===== config.mk =====
export PLATFORM = sky130hd
export DESIGN_NAME = button_debounce
export DESIGN_NICKNAME = d
export VERILOG_FILES = /design/src/rtl/debounce_pkg.sv /design/src/rtl/sync_2ff.sv /design/src/rtl/button_debounce.sv
export SDC_FILE = /design/constraint.sdc
export NUM_CORES = 1
export LEC_CHECK = 0
export BUFFER_PORTS_ARGS = -buffer_cell sky130_fd_sc_hd__buf_2
export CORE_MARGIN = 2
export CORE_UTILIZATION = 30
export DETAILED_ROUTE_END_ITERATION = 10
export PLACE_DENSITY = 0.48
export SKIP_CTS_REPAIR_TIMING = 1
export SLEW_MARGIN = 10
export SYNTH_ARGS = -nofsm -noshare
export SYNTH_HDL_FRONTEND = slang
export SYNTH_HIERARCHICAL = 1
export SYNTH_SLANG_ARGS = --single-unit
export TNS_END_PERCENT = 100

===== constraint.sdc =====
create_clock -name clk -period 4.07 [get_ports clk]
set_input_delay 0.407 -clock clk [delete_from_list [all_inputs] [get_ports clk]]
set_output_delay 0.407 -clock clk [all_outputs]
set_load 0.01 [all_outputs]

===== src/rtl/debounce_pkg.sv =====
// ============================================================================
// Module      : debounce_pkg
// Description : Shared state encoding and constants for button_debounce.
// Revision    : 1.0 - initial release
// ============================================================================
`default_nettype none

package debounce_pkg;

  typedef enum logic [1:0] {
    IDLE_LOW  = 2'd0,
    WAIT_HIGH = 2'd1,
    IDLE_HIGH = 2'd2,
    WAIT_LOW  = 2'd3
  } state_t;

  localparam int GLITCH_W = 8;

endpackage

`default_nettype wire


===== src/rtl/sync_2ff.sv =====
// ============================================================================
// Module      : sync_2ff
// Description : Two-flop synchronizer with synchronous reset for async inputs.
// Revision    : 1.0 - initial release
// ============================================================================
`default_nettype none

module sync_2ff (
  input  logic clk,
  input  logic rst,
  input  logic d,
  output logic q
);

  logic r_sync_0;
  logic r_sync_1;

  always_ff @(posedge clk) begin
    if (rst) begin
      r_sync_0 <= 1'b0;
      r_sync_1 <= 1'b0;
    end else begin
      r_sync_0 <= d;
      r_sync_1 <= r_sync_0;
    end
  end

  assign q = r_sync_1;

endmodule

`default_nettype wire


===== src/rtl/button_debounce.sv =====
// ============================================================================
// Module      : button_debounce
// Description : Synchronizes and debounces a raw button into a clean level L.
//               Optional macro DEBOUNCE_GLITCH_CNT_EN adds a saturating
//               rejected-transition counter on port glitch_cnt.
// Revision    : 1.0 - initial release
// ============================================================================
`default_nettype none

module button_debounce
  import debounce_pkg::*;
#(
  parameter int STABLE_CYCLES = 50000,
  parameter int CNT_W         = 16
) (
  input  logic                clk,
  input  logic                rst,
  input  logic                btn_in,
  output logic                L,
  output logic                busy
`ifdef DEBOUNCE_GLITCH_CNT_EN
  ,
  output logic [GLITCH_W-1:0] glitch_cnt
`endif
);

  localparam logic [CNT_W-1:0] C_CNT_LAST = CNT_W'(STABLE_CYCLES - 1);

  logic             w_sync;
  state_t           r_state;
  state_t           w_state_nxt;
  logic [CNT_W-1:0] r_cnt;
  logic [CNT_W-1:0] w_cnt_nxt;
  logic             r_L;
  logic             r_busy;
  logic             w_L_nxt;
  logic             w_busy_nxt;

  sync_2ff u_sync (
    .clk (clk),
    .rst (rst),
    .d   (btn_in),
    .q   (w_sync)
  );

  always_comb begin
    w_state_nxt = r_state;
    w_cnt_nxt   = r_cnt;
    case (r_state)
      IDLE_LOW: begin
        if (w_sync) begin
          w_state_nxt = WAIT_HIGH;
          w_cnt_nxt   = '0;
        end
      end
      WAIT_HIGH: begin
        if (!w_sync) begin
          w_state_nxt = IDLE_LOW;
          w_cnt_nxt   = '0;
        end else if (r_cnt == C_CNT_LAST) begin
          w_state_nxt = IDLE_HIGH;
        end else begin
          w_cnt_nxt = r_cnt + 1'b1;
        end
      end
      IDLE_HIGH: begin
        if (!w_sync) begin
          w_state_nxt = WAIT_LOW;
          w_cnt_nxt   = '0;
        end
      end
      WAIT_LOW: begin
        if (w_sync) begin
          w_state_nxt = IDLE_HIGH;
          w_cnt_nxt   = '0;
        end else if (r_cnt == C_CNT_LAST) begin
          w_state_nxt = IDLE_LOW;
        end else begin
          w_cnt_nxt = r_cnt + 1'b1;
        end
      end
      default: begin
        w_state_nxt = IDLE_LOW;
        w_cnt_nxt   = '0;
      end
    endcase
  end

  // Outputs decode the next state so they change in the same cycle as the FSM.
  assign w_L_nxt    = (w_state_nxt == IDLE_HIGH) || (w_state_nxt == WAIT_LOW);
  assign w_busy_nxt = (w_state_nxt == WAIT_HIGH) || (w_state_nxt == WAIT_LOW);

  always_ff @(posedge clk) begin
    if (rst) begin
      r_state <= IDLE_LOW;
      r_cnt   <= '0;
      r_L     <= 1'b0;
      r_busy  <= 1'b0;
    end else begin
      r_state <= w_state_nxt;
      r_cnt   <= w_cnt_nxt;
      r_L     <= w_L_nxt;
      r_busy  <= w_busy_nxt;
    end
  end

  assign L    = r_L;
  assign busy = r_busy;

`ifdef DEBOUNCE_GLITCH_CNT_EN
  logic                r_glitch_cnt;
  logic [GLITCH_W-1:0] r_glitch;
  logic                w_abort;

  assign w_abort = ((r_state == WAIT_HIGH) && !w_sync) ||
                   ((r_state == WAIT_LOW)  &&  w_sync);

  always_ff @(posedge clk) begin
    if (rst) begin
      r_glitch <= '0;
    end else if (w_abort && (r_glitch != '1)) begin
      r_glitch <= r_glitch + 1'b1;
    end
  end

  assign r_glitch_cnt = 1'b0;
  assign glitch_cnt   = r_glitch;
`endif

endmodule

`default_nettype wire


==> results.cfg <==
[synthesis]
synth_cell_type_count = 44
synth_ff_type = dfxtp_1
syn-cell-area_um2 = 1100
async_flop_share_pct = 0
syn_nets = 127
synth_area_per_cell_um2 = 8.96
ys_seq_area_share_pct = 38.1
syn_inst = 123
synth_edf_count = 0
synthAdderAreaFrac_pct = 1.14
synth_top_family_by_area = simple AND/OR/NAND/NOR gates
synth.area.mux_share_pct = 0.908
ys_seq_elements = 21
synth_compound_area_share_pct = 10.4
synth_simple_gate_area_share_pct = 39.4
yosys.area_share.xor_xnor_pct = 6.13
yosys_warnings = 6

[power]
combPwrFrac_pct = 3.8
power.switching_mw = 0.0838
pwr-share-seq_pct = 57.2
sw_frac_of_total_pct = 23.0
pwr_density_cell_nw_per_um2 = 305
cellInternalPower_mw = 0.281
clockPowerShare_pct = 39.0
ir_worst_vdd_v = 0.0000962
leakage_nw = 0.389

[sta]
drv_slew = 0
worstMarginPinSlew_ns = 0.859
fin_crit_ns = 2.17
fmax_ghz = 0.461
hold_viol = 0
setup_slack_ns = 1.90
fin_setup_tns_ns = 0
min_period_over_period_pct = 53.3
setup_viol = 0
whs_ns = 0.342
maxSlewHeadroom_pct = 42.5
finClkSkew_ns = 0.0114
rsz0062_at_grt = false

[cts]
h-tree-depth = 1
cts_sinks = 21
clk_path_buf_depth = 2
cts-buffers-inserted = 3
cts-root-buf = clkbuf_8
clkTransAtPathRegs_ns = 0.09
clk_latency_ns = 0.27
cts_tree = done

[finish]
final_core_util_pct = 33.2
area_delta_synth_final_pct = 8.51
nets = 130
n_antenna_cell = 0
drive_gt1_share_pct = 16.0
layout.cells.non_filler = 173
final_cell_mix = dfxtp_1 (21), nand4_1 (10), a21oi_1 (8), nand3_1 (8), nand2_1 (7)
final_common_cell = dfxtp_1

[worst_setup_path]
critPathCapture = r_cnt[14]
r2r.worst_path.cells = 4
worstSetupPathType = reg2reg
required_ns = 4.28
r2r-end = r_cnt[14]
rrSetupSlack_ns = 1.90
rr_startpoint = r_state[1]
startpoint_type = flip-flop
crit_fanout = 13
cp-end-kind = flip-flop
arrival_ns = 2.38
startpoint = r_state[1]

[global_route]
antenna_found_initial = 0
grt_pass1_vias = 923
grt_pass1_wl_um = 4140
grt_max_degree = 16
grt_overflow = 0
grtUsageTotal_pct = 12.7

[placement]
dp.cells = 169
routabilityCongestion = 0.799
post-place-ws_ns = 1.94
port_buffers = 4
place_hpwl_um = 1720

[drt]
viasPerCell = 5.33
vias = 922
drt_wl_total_um = 2310
dr.pass1.iters = 4
first_iter_violations = 91
final_antenna_net_count = 0
wl_per_cell_um = 13.4
drc = 0

[floorplanning]
die_area_um2 = 4180
start_util_pct = 30.6
core_area_um2 = 3610
num_rows = 22
dieHeight_um = 64.6
die_w_um = 64.6
io_pins = 5

[run]
cap_violations = 0

[hold_path]
hold_start = btn_in
hold_class = in2reg

[outcome]
status = complete, no violations
[synthesized netlist by cell type, types with 2 or more instances]
cell type  count  share of area, %
dfxtp_1       21                38
nand4_1       10               5.7
a21oi_1        8               3.6
nand3_1        8               3.6
nand2_1        7               2.4
nor2_1         5               1.7
or4_1          5               3.4
nor2b_1        4               2.3
o21ai_1        4               1.8
or3_2          4               2.7
clkbuf_1       3               1.0
o21ai_0        3               1.4
xor2_1         3               2.4
inv_1          2              0.68
nand3b_1       2               1.4
nor3_1         2              0.91
o211ai_1       2               1.4
o31ai_1        2               1.4
or3_1          2               1.1
xnor2_1        2               1.6
[metrics by stage]
step           cell area [um2]  total power, mW
2_1_floorplan             1100            0.224
3_3_place_gp              1150            0.228
3_5_place_dp              1150            0.228
4_1_cts                   1200            0.371
5_1_grt                   1200            0.381
6_report                  1200            0.365
[registers in the layout (all words and copies together), names as in the netlist]
signal           flops
r_cnt               16
r_state              2
L                    1
u_sync/q             1
u_sync/r_sync_0      1
[power groups by stage]
stage               Combinational [mW]  Sequential, mW  Clock, mW
floorplan                       0.0108           0.213          0
global placement                0.0140           0.214          0
detailed placement              0.0142           0.214          0
CTS                             0.0142           0.209      0.148
global route                    0.0153           0.209      0.156
finish                          0.0137           0.209      0.142
[final cells by class]
| cell class | instances | area, um2 |
|---|---|---|
| fill | 391 | 2410 |
| multi-input combinational | 94 | 639 |
| sequential | 21 | 420 |
| tap | 48 | 60.1 |
| clock buffer | 3 | 41.3 |
| timing repair buffer | 4 | 20.0 |
| clock inverter | 1 | 7.51 |
| inverter | 2 | 7.51 |
[logic make-up after synthesis]
group | Yosys count
AO/OA/AOI/OAI | 20
XOR/XNOR | 6
adder cells (fa/ha/maj) | 1
buffers and inverters | 8
flip-flops | 21
multiplexers | 1
AND/OR/NAND/NOR | 66
[worst max-delay path, cell delays in order, from the launching register on]
cell     delay (ns)
dfxtp_1        0.41
xor2_1         0.71
nand4_1        0.36
or4_1          0.48
a21oi_1        0.14
[how the worst min path moves through the flow]
stage / endpoint / slack, ns / depth (start not counted)
floorplan: u_sync/q / 0.41 / 1
global placement: u_sync/q / 0.44 / 1
detailed placement: u_sync/q / 0.43 / 1
CTS: u_sync/r_sync_0 / 0.34 / 2
global route: u_sync/r_sync_0 / 0.34 / 2
finish: u_sync/r_sync_0 / 0.34 / 2
[routing by layer]
metal	wire, um	up-vias	GRT usage, %
met5	0	-	0
met4	53	0	7.18
met3	43	4	1.56
met2	1080	14	21.6
met1	1140	436	15.4
li1	-	468	-
Note: power is estimated with default switching activity, not from simulation.
